`src/rtl/cpu_mem_bridge_if.sv`:
```
// Bus bundle between the Cpu core, the cpu_mem_bridge and memory.
// The bridge takes the master view; the core/memory environment takes the slave view.
interface cpu_mem_bridge_if #(
   parameter int ADDR_WIDTH = 16,
   parameter int DATA_WIDTH = 8
);
   logic                  cpu_req_rdwr;
   logic                  cpu_which_rdwr;
   logic [ADDR_WIDTH-1:0] cpu_addr;
   logic [DATA_WIDTH-1:0] cpu_data_out;
   logic [DATA_WIDTH-1:0] cpu_data_in;
   logic                  cpu_enable;
   logic                  mem_req;
   logic                  mem_we;
   logic [ADDR_WIDTH-1:0] mem_addr;
   logic [DATA_WIDTH-1:0] mem_wdata;
   logic [DATA_WIDTH-1:0] mem_rdata;
   logic                  mem_ack;
   logic                  bus_err;

   modport master (
      input  cpu_req_rdwr, cpu_which_rdwr, cpu_addr, cpu_data_out, mem_rdata, mem_ack,
      output cpu_data_in, cpu_enable, mem_req, mem_we, mem_addr, mem_wdata, bus_err
   );

   modport slave (
      output cpu_req_rdwr, cpu_which_rdwr, cpu_addr, cpu_data_out, mem_rdata, mem_ack,
      input  cpu_data_in, cpu_enable, mem_req, mem_we, mem_addr, mem_wdata, bus_err
   );
endinterface

```
`src/rtl/cpu_mem_bridge.sv`:
```
// Cpu-to-memory req/ack bridge with a minimum wait-state count; stalls the core via cpu_enable.
// Optional access timeout with open-bus read data and a bus_err pulse: define CPU_MEM_BRIDGE_TIMEOUT_EN.
module cpu_mem_bridge #(
   parameter int ADDR_WIDTH     = 16,
   parameter int DATA_WIDTH     = 8,
   parameter int WAIT_STATES    = 0,
   parameter int TIMEOUT_CYCLES = 64
) (
   input  logic             clk,
   input  logic             rst,
   cpu_mem_bridge_if.master bus
);
   localparam logic ENUM__CPU_WH_RDWR__READ  = 1'b0;
   localparam logic ENUM__CPU_WH_RDWR__WRITE = 1'b1;

   if (WAIT_STATES < 0 || WAIT_STATES > 255 || TIMEOUT_CYCLES <= WAIT_STATES) begin : g_cfg_check
      $error("cpu_mem_bridge: WAIT_STATES must be 0..255 and below TIMEOUT_CYCLES");
   end

   typedef enum logic [1:0] {IDLE, REQ, DONE} state_t;

   state_t                r_state, w_state_nxt;
   logic [7:0]            r_wcnt, w_wcnt_nxt;
   logic                  r_cpu_enable, w_cpu_enable_nxt;
   logic [DATA_WIDTH-1:0] r_cpu_data_in, w_cpu_data_in_nxt;
   logic                  r_mem_req, w_mem_req_nxt;
   logic                  r_mem_we, w_mem_we_nxt;
   logic [ADDR_WIDTH-1:0] r_mem_addr, w_mem_addr_nxt;
   logic [DATA_WIDTH-1:0] r_mem_wdata, w_mem_wdata_nxt;
   logic                  r_bus_err, w_bus_err_nxt;
   logic                  w_wait_done, w_complete, w_timeout;

   // wcnt+1 > WAIT_STATES is wcnt >= WAIT_STATES without a constant compare when WAIT_STATES is 0
   assign w_wait_done = ({24'd0, r_wcnt} + 32'd1) > 32'(WAIT_STATES);
   assign w_complete  = (r_state == REQ) && bus.mem_ack && w_wait_done;

`ifdef CPU_MEM_BRIDGE_TIMEOUT_EN
   assign w_timeout = (r_state == REQ) && !w_complete &&
                      (({24'd0, r_wcnt} + 32'd1) >= 32'(TIMEOUT_CYCLES));
`else
   assign w_timeout = 1'b0;
`endif

   always_comb begin
      // NOTE: every target gets a default first so no path can infer a latch.
      w_state_nxt       = r_state;
      w_wcnt_nxt        = r_wcnt;
      w_cpu_data_in_nxt = r_cpu_data_in;
      w_mem_req_nxt     = r_mem_req;
      w_mem_we_nxt      = r_mem_we;
      w_mem_addr_nxt    = r_mem_addr;
      w_mem_wdata_nxt   = r_mem_wdata;
      w_bus_err_nxt     = 1'b0;

      case (r_state)
         IDLE: begin
            if (bus.cpu_req_rdwr) begin
               w_state_nxt     = REQ;
               w_mem_addr_nxt  = bus.cpu_addr;
               w_mem_wdata_nxt = bus.cpu_data_out;
               w_mem_we_nxt    = (bus.cpu_which_rdwr == ENUM__CPU_WH_RDWR__WRITE);
               w_mem_req_nxt   = 1'b1;
               w_wcnt_nxt      = 8'd0;
            end
         end
         REQ: begin
            if (r_wcnt != 8'hFF) w_wcnt_nxt = r_wcnt + 8'd1;
            if (w_complete) begin
               w_mem_req_nxt = 1'b0;
               w_state_nxt   = DONE;
               if (!r_mem_we) w_cpu_data_in_nxt = bus.mem_rdata;
            end else if (w_timeout) begin
               w_mem_req_nxt = 1'b0;
               w_state_nxt   = DONE;
               w_bus_err_nxt = 1'b1;
               if (!r_mem_we) w_cpu_data_in_nxt = '1;
            end
         end
         DONE:    w_state_nxt = IDLE;
         default: w_state_nxt = IDLE;
      endcase

      w_cpu_enable_nxt = (w_state_nxt != REQ);
   end

   always_ff @(posedge clk) begin
      // NOTE: state uses non-blocking assignments so every register sees pre-edge values.
      if (rst) begin
         r_state       <= IDLE;
         r_wcnt        <= 8'd0;
         r_cpu_enable  <= 1'b0;
         r_cpu_data_in <= '0;
         r_mem_req     <= 1'b0;
         r_mem_we      <= 1'b0;
         r_mem_addr    <= '0;
         r_mem_wdata   <= '0;
         r_bus_err     <= 1'b0;
      end else begin
         r_state       <= w_state_nxt;
         r_wcnt        <= w_wcnt_nxt;
         r_cpu_enable  <= w_cpu_enable_nxt;
         r_cpu_data_in <= w_cpu_data_in_nxt;
         r_mem_req     <= w_mem_req_nxt;
         r_mem_we      <= w_mem_we_nxt;
         r_mem_addr    <= w_mem_addr_nxt;
         r_mem_wdata   <= w_mem_wdata_nxt;
         r_bus_err     <= w_bus_err_nxt;
      end
   end

   assign bus.cpu_enable  = r_cpu_enable;
   assign bus.cpu_data_in = r_cpu_data_in;
   assign bus.mem_req     = r_mem_req;
   assign bus.mem_we      = r_mem_we;
   assign bus.mem_addr    = r_mem_addr;
   assign bus.mem_wdata   = r_mem_wdata;
   assign bus.bus_err     = r_bus_err;
endmodule

```
`src/flat_wrapper.sv`:
```
// flat-port wrapper written by rule: the top's interface ports become plain ports
module cpu_mem_bridge_flat 
#(
   parameter int ADDR_WIDTH     = 16,
   parameter int DATA_WIDTH     = 8,
   parameter int WAIT_STATES    = 0,
   parameter int TIMEOUT_CYCLES = 64
)
  (clk, rst, bus_cpu_req_rdwr, bus_cpu_which_rdwr, bus_cpu_addr, bus_cpu_data_out, bus_mem_rdata, bus_mem_ack, bus_cpu_data_in, bus_cpu_enable, bus_mem_req, bus_mem_we, bus_mem_addr, bus_mem_wdata, bus_bus_err);
  cpu_mem_bridge_if #(.ADDR_WIDTH(ADDR_WIDTH), .DATA_WIDTH(DATA_WIDTH)) bus_i ();
  input  logic clk;
  input  logic rst;
  input wire logic [$bits(bus_i.cpu_req_rdwr)-1:0] bus_cpu_req_rdwr;
  input wire logic [$bits(bus_i.cpu_which_rdwr)-1:0] bus_cpu_which_rdwr;
  input wire logic [$bits(bus_i.cpu_addr)-1:0] bus_cpu_addr;
  input wire logic [$bits(bus_i.cpu_data_out)-1:0] bus_cpu_data_out;
  input wire logic [$bits(bus_i.mem_rdata)-1:0] bus_mem_rdata;
  input wire logic [$bits(bus_i.mem_ack)-1:0] bus_mem_ack;
  output wire logic [$bits(bus_i.cpu_data_in)-1:0] bus_cpu_data_in;
  output wire logic [$bits(bus_i.cpu_enable)-1:0] bus_cpu_enable;
  output wire logic [$bits(bus_i.mem_req)-1:0] bus_mem_req;
  output wire logic [$bits(bus_i.mem_we)-1:0] bus_mem_we;
  output wire logic [$bits(bus_i.mem_addr)-1:0] bus_mem_addr;
  output wire logic [$bits(bus_i.mem_wdata)-1:0] bus_mem_wdata;
  output wire logic [$bits(bus_i.bus_err)-1:0] bus_bus_err;
  assign bus_i.cpu_req_rdwr = bus_cpu_req_rdwr;
  assign bus_i.cpu_which_rdwr = bus_cpu_which_rdwr;
  assign bus_i.cpu_addr = bus_cpu_addr;
  assign bus_i.cpu_data_out = bus_cpu_data_out;
  assign bus_i.mem_rdata = bus_mem_rdata;
  assign bus_i.mem_ack = bus_mem_ack;
  assign bus_cpu_data_in = bus_i.cpu_data_in;
  assign bus_cpu_enable = bus_i.cpu_enable;
  assign bus_mem_req = bus_i.mem_req;
  assign bus_mem_we = bus_i.mem_we;
  assign bus_mem_addr = bus_i.mem_addr;
  assign bus_mem_wdata = bus_i.mem_wdata;
  assign bus_bus_err = bus_i.bus_err;
  cpu_mem_bridge #(.ADDR_WIDTH(ADDR_WIDTH), .DATA_WIDTH(DATA_WIDTH), .WAIT_STATES(WAIT_STATES), .TIMEOUT_CYCLES(TIMEOUT_CYCLES)) u_core (.clk(clk), .rst(rst), .bus(bus_i));
endmodule
```
`config.mk`:
```
export PLATFORM = sky130hd
export DESIGN_NAME = cpu_mem_bridge_flat
export DESIGN_NICKNAME = d
export VERILOG_FILES = /design/src/rtl/cpu_mem_bridge_if.sv /design/src/rtl/cpu_mem_bridge.sv /design/src/flat_wrapper.sv
export SDC_FILE = /design/constraint.sdc
export NUM_CORES = 1
export LEC_CHECK = 0
export CORE_MARGIN = 2
export CORE_UTILIZATION = 43
export CTS_BUF_LIST = sky130_fd_sc_hd__clkbuf_8 sky130_fd_sc_hd__clkbuf_16
export CTS_CLUSTER_DIAMETER = 150
export CTS_CLUSTER_SIZE = 8
export DETAILED_ROUTE_END_ITERATION = 10
export GPL_TIMING_DRIVEN = 0
export PLACE_DENSITY_LB_ADDON = 0.25
export SLEW_MARGIN = 20
export SYNTH_ARGS = -nofsm -noshare
export SYNTH_HDL_FRONTEND = slang
export SYNTH_SLANG_ARGS = --single-unit
export TNS_END_PERCENT = 50
```
`constraint.sdc`:
```
create_clock -name clk -period 2.92 [get_ports clk]
set_clock_uncertainty 0.2 [all_clocks]
set_input_delay 0.292 -clock clk [delete_from_list [all_inputs] [get_ports clk]]
set_output_delay 0.292 -clock clk [all_outputs]
set_load 0.02 [all_outputs]
```
After elaboration in Yosys (flattened, before gate mapping)

Index checks and enable logic that the tools add are counted.

Bits in read-only memories: 0
Bits in registers: 45
Bits in latches: 0
Word-level logic and storage cells: 35
Output and inout bits: 36
Memories: 0
Bits in writable memories: 0

Order comparisons: 1
Reduce and logical (&&, ||, !) cells: 8
Div/mod/pow operators: 0
Equal/unequal tests: 6
Add/sub/neg operators: 2
Mux-type cells: 9
Bitwise operators: 1
Multipliers: 0
Shifts and indexed selects: 0

Operators with widths:

| cell                                                                             | count |
|---|---|
| 32-bit by 1-bit greater-than comparator with 1-bit output, second input constant | 1 |
| 8-bit 2-to-1 mux                                                                 | 2 |
| 8-bit case mux with 2 select lines                                               | 1 |
| 8-bit by 1-bit adder with 9-bit output, second input constant                    | 1 |
| 3-bit AND reduction                                                              | 3 |
| 8-bit by 1-bit adder with 8-bit output, second input constant                    | 1 |
| 8-bit != test, second input constant                                             | 1 |
| 2-bit 2-to-1 mux                                                                 | 2 |
| 2-bit by 1-bit != test with 1-bit output, second input constant                  | 2 |
| 2-bit != test, second input constant                                             | 2 |
| 2-bit case mux with 2 select lines                                               | 1 |
| 2-bit by 1-bit equality test with 1-bit output, second input constant            | 1 |
| 1-bit logical AND                                                                | 2 |
| 2-bit zero test                                                                  | 1 |
| 1-bit 2-to-1 mux                                                                 | 2 |
| 1-bit case mux with 2 select lines                                               | 1 |
| 2-bit AND reduction                                                              | 1 |
| 2-bit nonzero test                                                               | 1 |
| 1-bit NOT                                                                        | 1 |

Longest topological paths before layout

Gate-level depths: netlist of run 1.

Word-level depth: 6
Mapped depth: 8
Mapped depth without buffers: 6

Worst setup path before layout of run 1

No wires, ideal clock.

Path type: register to register
Start point: reg u_core.r_wcnt[0]
End point: reg u_core.r_cpu_enable, in the netlist u_core.bus.cpu_enable
Stages on the path, launching flop included: 9
Data required time: 2587 ps
Arrival: 1731 ps
Setup slack: 855 ps
Period minus slack after synthesis: 2065 ps
Path through: dfxtp_1 ha_1 and3_1 buf_6 a21o_4 a211oi_4 buf_6 nand3b_4 a211oi_1

Longest elaborated chain between the ends: 6

Ends and longest elaborated chain:

| what                                                      | line                  | source |
|---|---|---|
| from (decl)                                               | cpu_mem_bridge.sv:23  | `logic [7:0] r_wcnt, w_wcnt_nxt;` |
| from (signal assigned)                                    | cpu_mem_bridge.sv:100 | `r_wcnt <= w_wcnt_nxt;` |
| 8-bit by 1-bit adder with 9-bit output                    | cpu_mem_bridge.sv:34  | `assign w_wait_done = ({24'd0, r_wcnt} + 32'd1) > 32'(WAIT_STATES);` |
| 32-bit by 1-bit greater-than comparator with 1-bit output | cpu_mem_bridge.sv:34  |  |
| 1-bit logical AND                                         | cpu_mem_bridge.sv:35  | `assign w_complete = (r_state == REQ) && bus.mem_ack && w_wait_done;` |
| 2-bit 2-to-1 mux                                          | cpu_mem_bridge.sv:68  | `if (w_complete) begin` |
| 2-bit case mux with 2 select lines                        | cpu_mem_bridge.sv:55  | `case (r_state)` |
| 2-bit by 1-bit != test with 1-bit output                  | cpu_mem_bridge.sv:83  | `w_cpu_enable_nxt = (w_state_nxt != REQ);` |
| to (signal assigned)                                      | cpu_mem_bridge.sv:101 | `r_cpu_enable <= w_cpu_enable_nxt;` |
| to (decl)                                                 | cpu_mem_bridge.sv:24  | `logic r_cpu_enable, w_cpu_enable_nxt;` |

Every way passes these cells.
A chain may end at the register's enable or synchronous reset.

Final worst setup path of run 1

Same ends and word-level chain as after synthesis.

==> impl_metrics.ini, run 1 <==
[run_status]
status = finished clean

[detailed_routing]
routedWlPerCell_um = 13.2
routed_wl_um = 4660
first_iter_violations = 95
viasPerCell = 5.06
drt_pre_antenna_iters = 4
vias = 1781
route.detailed.drc = 0
ant_nets = 0

[power]
p_int_mw = 1.14
p_leak_nw = 1.01
irDropWorstVdd_v = 0.000317
power.density_nw_per_um2 = 552
swShare_pct = 25.1
power.total_mw = 1.52
power_frac_clock_pct = 35.8
share_seq_of_total_power_pct = 44.3
p_sw_mw = 0.383
p_comb_share_pct = 19.8

[logic_synthesis]
syn_area_per_cell_um2 = 8.29
netlist_area_um2 = 1850
ys_seq_area_share_pct = 48.7
ys_ff_latch = 45
synth_cells = 223
ys_warn_count = 0
syn_nets = 261
synth_cell_types = 39

[timing]
fmax_ghz = 0.433
post-route-min-period_ps = 2310
slew_headroom_pct = 64.1
worst_pin_slew_ps = 538
setup_viol = 0
fin_crit_sh_pct = 79.2
tns_ps = 0
holdWs_ps = 257
finalHoldViolCount = 0
slew_viol_final = 0
rsz0062_at_grt = no

[worst_setup_path]
worst_r2r_path_depth = 8
crit_type = flop to flop
r2r-end = u_core.bus.cpu_enable
arrival_ps = 2270
startpoint_type = flop
rrSetupSlack_ps = 610
cp_max_fo = 10
worstPathRequired_ps = 2880
reg2reg_from = u_core.r_wcnt[0]
end_kind = flop

[cts]
cts_buffer_depth = 2
cts-root-buf = clkbuf_8
path_clk_slew_ps = 90
cts_hold_repair.buffers = 0
cts.sinks = 45
insertion_delay_ps = 290
tritoncts = done
postCtsSetupRepairBufs = 0
htree_levels = 2
cts_resized = 0
cts_buffers = 5

[floorplan]
fp.dieW_um = 69.6
initial_core_util_pct = 45.5
num_io_pins = 73
die_h_um = 69.6
fp.dieArea_um2 = 4840
core_area_um2 = 4060
rows = 23

[placement]
post_dp_cell_area_um2 = 2620
place_congestion = 0.883
placed_cells = 344
dp_hpwl_um = 3270
place.port_buffers = 71

[grt]
use_met1_pct = 24.3
grt_use_total_pct = 20.0
grt_pass1_vias = 1704
antenna_found_initial = 0
use_met2_pct = 34.3
grt_busiest_layer = met2
grt_pass1_wl_um = 7840
grt.met3_usage_pct = 5.52
grt_max_degree = 15
grt_overflow = 0

[hold_path]
hold_path.startpoint = u_core.bus.mem_addr[7]
min_to = u_core.bus.mem_addr[7]
hold_class = flop to flop
whs_path_depth = 2

[run]
max_cap_viol_count = 0

[finish]
nNetsFinal = 339
num-fill-cells = 339
fin_area_um2 = 2760
antennaDiodeCount = 0
drive_gt1_share_pct = 8.61
final_cells = 352
synthToLayoutAreaGrowth_pct = 49.1
metrics by stage:
step                util [%]  worst slack [ps]
detailed placement      64.6               637
CTS                     67.9               592
global placement        64.6               644
floorplan                  -               855
finish                  67.9               608
global route            67.9               425
cells in the mapped netlist, drive strengths merged:
| library cell | n | area, um2 |
|---|---|---|
| nand3 | 2 | 10.0 |
| o211ai | 1 | 7.51 |
| nand2 | 53 | 199 |
| a211oi | 3 | 35.0 |
| and2 | 3 | 18.8 |
| inv | 1 | 3.75 |
| dfxtp | 45 | 901 |
| a2111oi | 1 | 8.76 |
| a21o | 1 | 15.0 |
| xnor2 | 1 | 8.76 |
| and3 | 3 | 20.0 |
| a41o | 1 | 11.3 |
| conb | 1 | 3.75 |
| or3 | 2 | 13.8 |
| o2bb2ai | 2 | 17.5 |
| buf | 5 | 37.5 |
| ha | 1 | 12.5 |
| nand3b | 3 | 35.0 |
| a31oi | 3 | 18.8 |
| clkbuf | 12 | 50.1 |
| a21oi | 40 | 200 |
| or2b | 1 | 7.51 |
| nor2b | 3 | 18.8 |
| nor2 | 11 | 41.3 |
| o21ai | 12 | 60.1 |
| nand4 | 2 | 12.5 |
| or3b | 8 | 70.1 |
| nor3 | 2 | 10.0 |
routing by layer:
metal | wire (um) | vias to the layer above | part of all wire, %
li1 | - | 911 | -
met1 | 2040 | 830 | 44
met2 | 2360 | 36 | 51
met3 | 209 | 4 | 4.5
met4 | 47 | 0 | 1.0
met5 | 0 | - | 0
how the worst max path moves through the flow:
stage	endpoint	startpoint	slack [ps]
detailed placement	u_core.bus.cpu_enable	u_core.r_wcnt[0]	640
finish	u_core.bus.cpu_enable	u_core.r_wcnt[0]	610
CTS	u_core.bus.cpu_enable	u_core.r_wcnt[0]	590
floorplan	u_core.bus.cpu_enable	u_core.r_wcnt[0]	860
global route	u_core.bus.cpu_data_in[4]	u_core.r_wcnt[0]	430
global placement	u_core.bus.cpu_enable	u_core.r_wcnt[0]	640
cells by family (layout without fill, tap and decap cells):
| group | count (synthesis) | after routing | synth area share [%] |
|---|---|---|---|
| XOR/XNOR | 1 | 1 | 0.474 |
| AND/OR/NAND/NOR | 93 | 93 | 24.7 |
| flip-flops | 45 | 45 | 48.7 |
| other | 1 | 1 | 0.203 |
| AO/OA/AOI/OAI | 64 | 64 | 20.2 |
| adder cells (fa/ha/maj) | 1 | 1 | 0.677 |
| buffers and inverters | 18 | 97 | 4.94 |
power by group through the flow:
stage	registers (mW)	clock network [mW]	logic, mW
4_1_cts	0.675	0.557	0.305
3_5_place_dp	0.688	0	0.301
5_1_grt	0.680	0.585	0.329
3_3_place_gp	0.687	0	0.298
2_1_floorplan	0.730	0	0.111
6_report	0.674	0.546	0.302
worst max-delay path: stages (launching register included):
cell and delay, ps:
dfxtp_1 370, ha_1 260, and3_1 200, buf_6 130, a21o_4 210, a211oi_4 370
buf_6 190, nand3b_4 150, a211oi_1 80
cell usage in the layout, fill, tap and decap left out, drive strengths merged, types with 2 or more instances in the layout:
cell	instances
or3b	8
nor2b	3
clkdlybuf4s50	71
buf	5
or3	2
nand2	53
bufinv	2
nor3	2
a21oi	40
nor2	11
nand4	2
a211oi	3
o2bb2ai	2
dfxtp	45
a31oi	3
nand3	2
nand3b	3
clkbuf	17
o21ai	12
and3	3
and2	3
flip-flops by register name, indices dropped and copies added, names as in the netlist:
name / count
u_core.bus.mem_addr: 16
u_core.bus.cpu_enable: 1
u_core.bus.mem_we: 1
u_core.r_state: 2
u_core.bus.cpu_data_in: 8
u_core.r_wcnt: 8
u_core.bus.mem_wdata: 8
u_core.bus.mem_req: 1
layout make-up:
class                      count  area (um2)  area share [%]
clock inverter                 3        65.1            2.36
multi-input combinational    160         856            31.1
clock buffer                   5        68.8            2.50
inverter                       1        3.75           0.136
timing repair buffer          71         711            25.8
sequential                    45         901            32.7
tap                           50        62.6            2.27
buffer                        17        87.6            3.18
Note: power is estimated with default switching activity, not from simulation.
==> run 2: changes to the inputs <==
==> constraint.sdc (replaced) <==
create_clock -name clk -period 2.2 [get_ports clk]
set_clock_uncertainty 0.2 [all_clocks]
set_input_delay 0.22 -clock clk [delete_from_list [all_inputs] [get_ports clk]]
set_output_delay 0.22 -clock clk [all_outputs]
set_load 0.02 [all_outputs]
==> run 2 against run 1 <==
Compared with the run above: hold slack barely moved; largest cell class unchanged; critical endpoint is now u_core.bus.cpu_data_in[4]; routed wire length rose by 2.4%; die area unchanged; non-clock buffer count increased by 4.
==> impl_metrics.ini, run 2 (synthesis results as in run 1) <==
[finish]
drive_gt1_share_pct = 11.4
fin_area_um2 = 2810
largest_register_ffs = 16
synthToLayoutAreaGrowth_pct = 51.9
final_cells = 356
final_cell_mix = 71 x clkdlybuf4s50_1, 53 x nand2_1, 43 x dfxtp_1
antennaDiodeCount = 0
mostFrequentLayoutCell = clkdlybuf4s50_1
nNetsFinal = 343
finish.utilization_pct = 69.2

[floorplan]
core_area_um2 = 4060
rows = 23
die_h_um = 69.6
num_io_pins = 73
fp.dieW_um = 69.6
initial_core_util_pct = 45.5
fp.dieArea_um2 = 4840

[timing]
tns_ps = 0
rsz0062_at_grt = yes
setup_slack_ps = 52.7
slew_headroom_pct = 61.2
setup_viol = 0
worst_pin_slew_ps = 582
holdWs_ps = 256
post-route-min-period_ps = 2150
fin_crit_sh_pct = 97.6
slew_viol_final = 0
finalHoldViolCount = 0
fmax_ghz = 0.466

[power]
p_leak_nw = 1.03
p_sw_mw = 0.513
swShare_pct = 25.2
p_int_mw = 1.52
power_frac_clock_pct = 35.6
p_comb_share_pct = 20.3
power.density_nw_per_um2 = 723
share_seq_of_total_power_pct = 44.1
power.total_mw = 2.03
irDropWorstVdd_v = 0.000424

[detailed_routing]
first_iter_violations = 86
route.detailed.drc = 0
viasPerCell = 5.02
routedWlPerCell_um = 13.4
routed_wl_um = 4770
vias = 1787
drt_pre_antenna_iters = 4
ant_nets = 0

[cts]
cts-root-buf = clkbuf_8
cts.sinks = 45
htree_levels = 2
cts_buffer_depth = 2
cts_hold_repair.buffers = 0
insertion_delay_ps = 290
path_clk_slew_ps = 80
tritoncts = done
cts_buffers = 5

[grt]
grt_use_total_pct = 20.0
grt_overflow = 0
antenna_found_initial = 0
grt_pass1_vias = 1702
grt_pass1_wl_um = 7850
grt_max_degree = 15

[placement]
dp_slack_ps = -82.5
dp_hpwl_um = 3270
placed_cells = 344
place_congestion = 0.883
place.port_buffers = 71
post_dp_cell_area_um2 = 2620

[worst_setup_path]
arrival_ps = 2170
end_kind = flop
startpoint_type = flop
cp_max_fo = 7
crit_type = flop to flop
worstPathRequired_ps = 2220

[run_status]
status = finished clean

[hold_path]
hold_class = flop to flop

[run]
max_cap_viol_count = 0
run 2: area by class of cell:
type | count | area (um2)
Sequential cell | 45 | 908
Clock buffer | 5 | 68.8
Tap cell | 50 | 62.6
Multi-Input combinational cell | 160 | 873
Timing Repair Buffer | 75 | 738
Buffer | 17 | 87.6
Inverter | 1 | 3.75
Fill cell | 334 | 1250
Clock inverter | 3 | 65.1
run 2: power by group through the flow:
stage          Clock [mW]  Sequential (mW)  Combinational, mW
2_1_floorplan           0            0.969              0.148
3_3_place_gp            0            0.912              0.396
3_5_place_dp            0            0.914              0.400
4_1_cts             0.740            0.896              0.405
5_1_grt             0.775            0.902              0.447
6_report            0.724            0.895              0.412
run 2: metal layers:
metal	routed length, um	GRT usage [%]	vias to the layer above
met3	224	5.52	4
li1	-	-	916
met1	2100	24.4	828
met5	0	0	-
met4	47	5.88	0
met2	2400	34.2	39
run 2: final timing paths:
check / slack, ps / start / end / cells after the start
hold reg to reg: 260 / u_core.bus.mem_addr[7] / u_core.bus.mem_addr[7] / 2
setup reg to reg: 50 / u_core.r_wcnt[0] / u_core.bus.cpu_data_in[4] / 8
hold / removal: 260 / u_core.bus.mem_addr[7] / u_core.bus.mem_addr[7] / 2
setup / recovery: 50 / u_core.r_wcnt[0] / u_core.bus.cpu_data_in[4] / 8
run 2: worst max-delay path: stages (launching register included):
cell and delay [ps]:
dfxtp_4 370, ha_4 170, and3_1 180, buf_6 130, nand4_1 130, a211oi_4 90, buf_4 170, or3b_2 490
a21oi_2 150
run 2: timing repair:
action | in CTS | in global routing
cloned | 0 | 1
buffers inserted | 1 | 2
endpoints found under the setup margin | 13 | 15
gates resized for setup | 2 | 7
pin swaps | 1 | 2
==> run 3: changes to the inputs <==
--- a/config.mk
+++ b/config.mk
@@ -6,7 +6,7 @@
 export NUM_CORES = 1
 export LEC_CHECK = 0
 export CORE_MARGIN = 2
-export CORE_UTILIZATION = 43
+export CORE_UTILIZATION = 23
 export CTS_BUF_LIST = sky130_fd_sc_hd__clkbuf_8 sky130_fd_sc_hd__clkbuf_16
 export CTS_CLUSTER_DIAMETER = 150
 export CTS_CLUSTER_SIZE = 8
==> run 3 against run 2 <==
Compared with the run above: count of clock-buffer cells in the layout rose by 1; core utilization down 33 points; routed wire length is 5.2% higher; total power is 4.6% lower; sequential power about the same; combinational power is 1% lower; via count decreased by 1.0%; final cell count increased by 14%; sequential share of layout area is 0.46 points lower; global-route usage is 8.3 points lower; register-to-register slack better by 30 ps; critical endpoint is now u_core.bus.cpu_data_in[7]; largest power group unchanged.
==> impl_metrics.ini, run 3 (synthesis results as in run 1) <==
[timing]
post-route-min-period_ps = 2120
fmax_ghz = 0.472
fin_crit_sh_pct = 96.4
slew_viol_final = 0
setup_slack_ps = 80.0
worst_pin_slew_ps = 654
slew_headroom_pct = 56.4
setup_viol = 0
finalHoldViolCount = 0
holdWs_ps = 257

[finish]
antennaDiodeCount = 0
drive_gt1_share_pct = 10.9
nNetsFinal = 341
largest_register_ffs = 16
final_cell_mix = 71 x clkdlybuf4s50_1, 53 x nand2_1, 43 x dfxtp_1
synthToLayoutAreaGrowth_pct = 53.7
mostFrequentLayoutCell = clkdlybuf4s50_1

[run_status]
status = finished clean

[cts]
tritoncts = done
path_clk_slew_ps = 80
cts_buffer_depth = 2
htree_levels = 2
cts-root-buf = clkbuf_8
cts.sinks = 45
cts_buffers = 5
insertion_delay_ps = 290

[worst_setup_path]
max_stage_delay_ps = 470
cp_common_cell = buf_6
cp_max_fo = 7
reg2reg_from = u_core.r_wcnt[0]
worstPathRequired_ps = 2220
worst_r2r_path_depth = 8
critPathSlowestCell = or3b_2
crit_path_start = u_core.r_wcnt[0]
end_kind = flop
path_cells = ha_2 -> and3_1 -> buf_6 -> nand4_1 -> a211oi_4 -> buf_6 -> or3b_2 -> a21oi_1
arrival_ps = 2140
startpoint_type = flop
rrSetupSlack_ps = 80
crit_type = flop to flop

[hold_path]
hold_path.startpoint = u_core.bus.mem_addr[1]
hold_class = flop to flop
whs_path_depth = 2

[power]
power.total_mw = 1.94
irDropWorstVdd_v = 0.000268
p_leak_nw = 1.01
power.density_nw_per_um2 = 682

[grt]
grt_overflow = 0
grt_use_total_pct = 11.7
antenna_found_initial = 0
grt_pass1_wl_um = 8070
grt_max_degree = 14
grt_pass1_vias = 1655

[detailed_routing]
met1_length_um = 2340
routed_wl_um = 5020
ant_nets = 0
drt_pre_antenna_iters = 4
routedWlPerCell_um = 12.4
viasPerCell = 4.36
vias = 1769
wl_met3_um = 211
first_iter_violations = 66
route.detailed.drc = 0
wl_met2_um = 2400
top_layer_used = met4

[floorplan]
core_area_um2 = 7770
num_io_pins = 73
die_h_um = 93.6
initial_core_util_pct = 23.8
rows = 32
fp.dieArea_um2 = 8770
fp.dieW_um = 93.6

[placement]
place_congestion = 0.708
dp_hpwl_um = 3590
dp_slack_ps = -98.1
place.port_buffers = 71

[run]
max_cap_viol_count = 0
run 3: per-stage QoR:
step / cell area [um2] / setup TNS, ps / util [%] / std cells
after CTS: 2810 / 0 / 36.2 / 405
after global routing: 2840 / -6.68 / 36.6 / 406
final: 2840 / 0 / 36.6 / 406
after floorplan: 1850 / 0 / - / 223
after global placement: 2690 / -674 / 34.6 / 396
after detailed placement: 2690 / -578 / 34.6 / 396
run 3: worst paths after layout:
path                          endpoint
max          u_core.bus.cpu_data_in[7]
min             u_core.bus.mem_addr[1]
max reg2reg  u_core.bus.cpu_data_in[7]
min reg2reg     u_core.bus.mem_addr[1]
run 3: area by class of cell:
cell class	instances	area, um2
clock buffer	6	82.6
clock inverter	2	33.8
timing repair buffer	73	729
fill	831	4930
inverter	1	3.75
sequential	45	906
buffer	17	87.6
tap	102	128
multi-input combinational	160	870
run 3: routing by layer:
metal / vias to the layer above / global-route usage, %
met5: - / 0
met4: 0 / 3.99
met3: 6 / 2.82
met2: 40 / 18.0
met1: 807 / 16.0
li1: 916 / -
run 3: critical path, delay by kind of cell, from the launching register on:
family | cells | cell delay [ps]
fa+ha+maj | 1 | 200
buf+inv | 2 | 270
simple gates | 3 | 790
flops | 1 | 370
compound gates | 2 | 220
run 3: what timing repair did:
item                       4_1_cts  5_1_grt
pin swaps                        1        1
hold endpoints to repair         0        0
resized for setup                1        8
buffers inserted                 1        1
hold buffers                     0        0
setup endpoints to repair       12       17
run 3: where the power goes:
group          leakage, nW  switching (mW)  internal [mW]
Sequential           0.369          0.0280          0.868
Combinational        0.579           0.210          0.198
Clock               0.0626           0.268          0.366
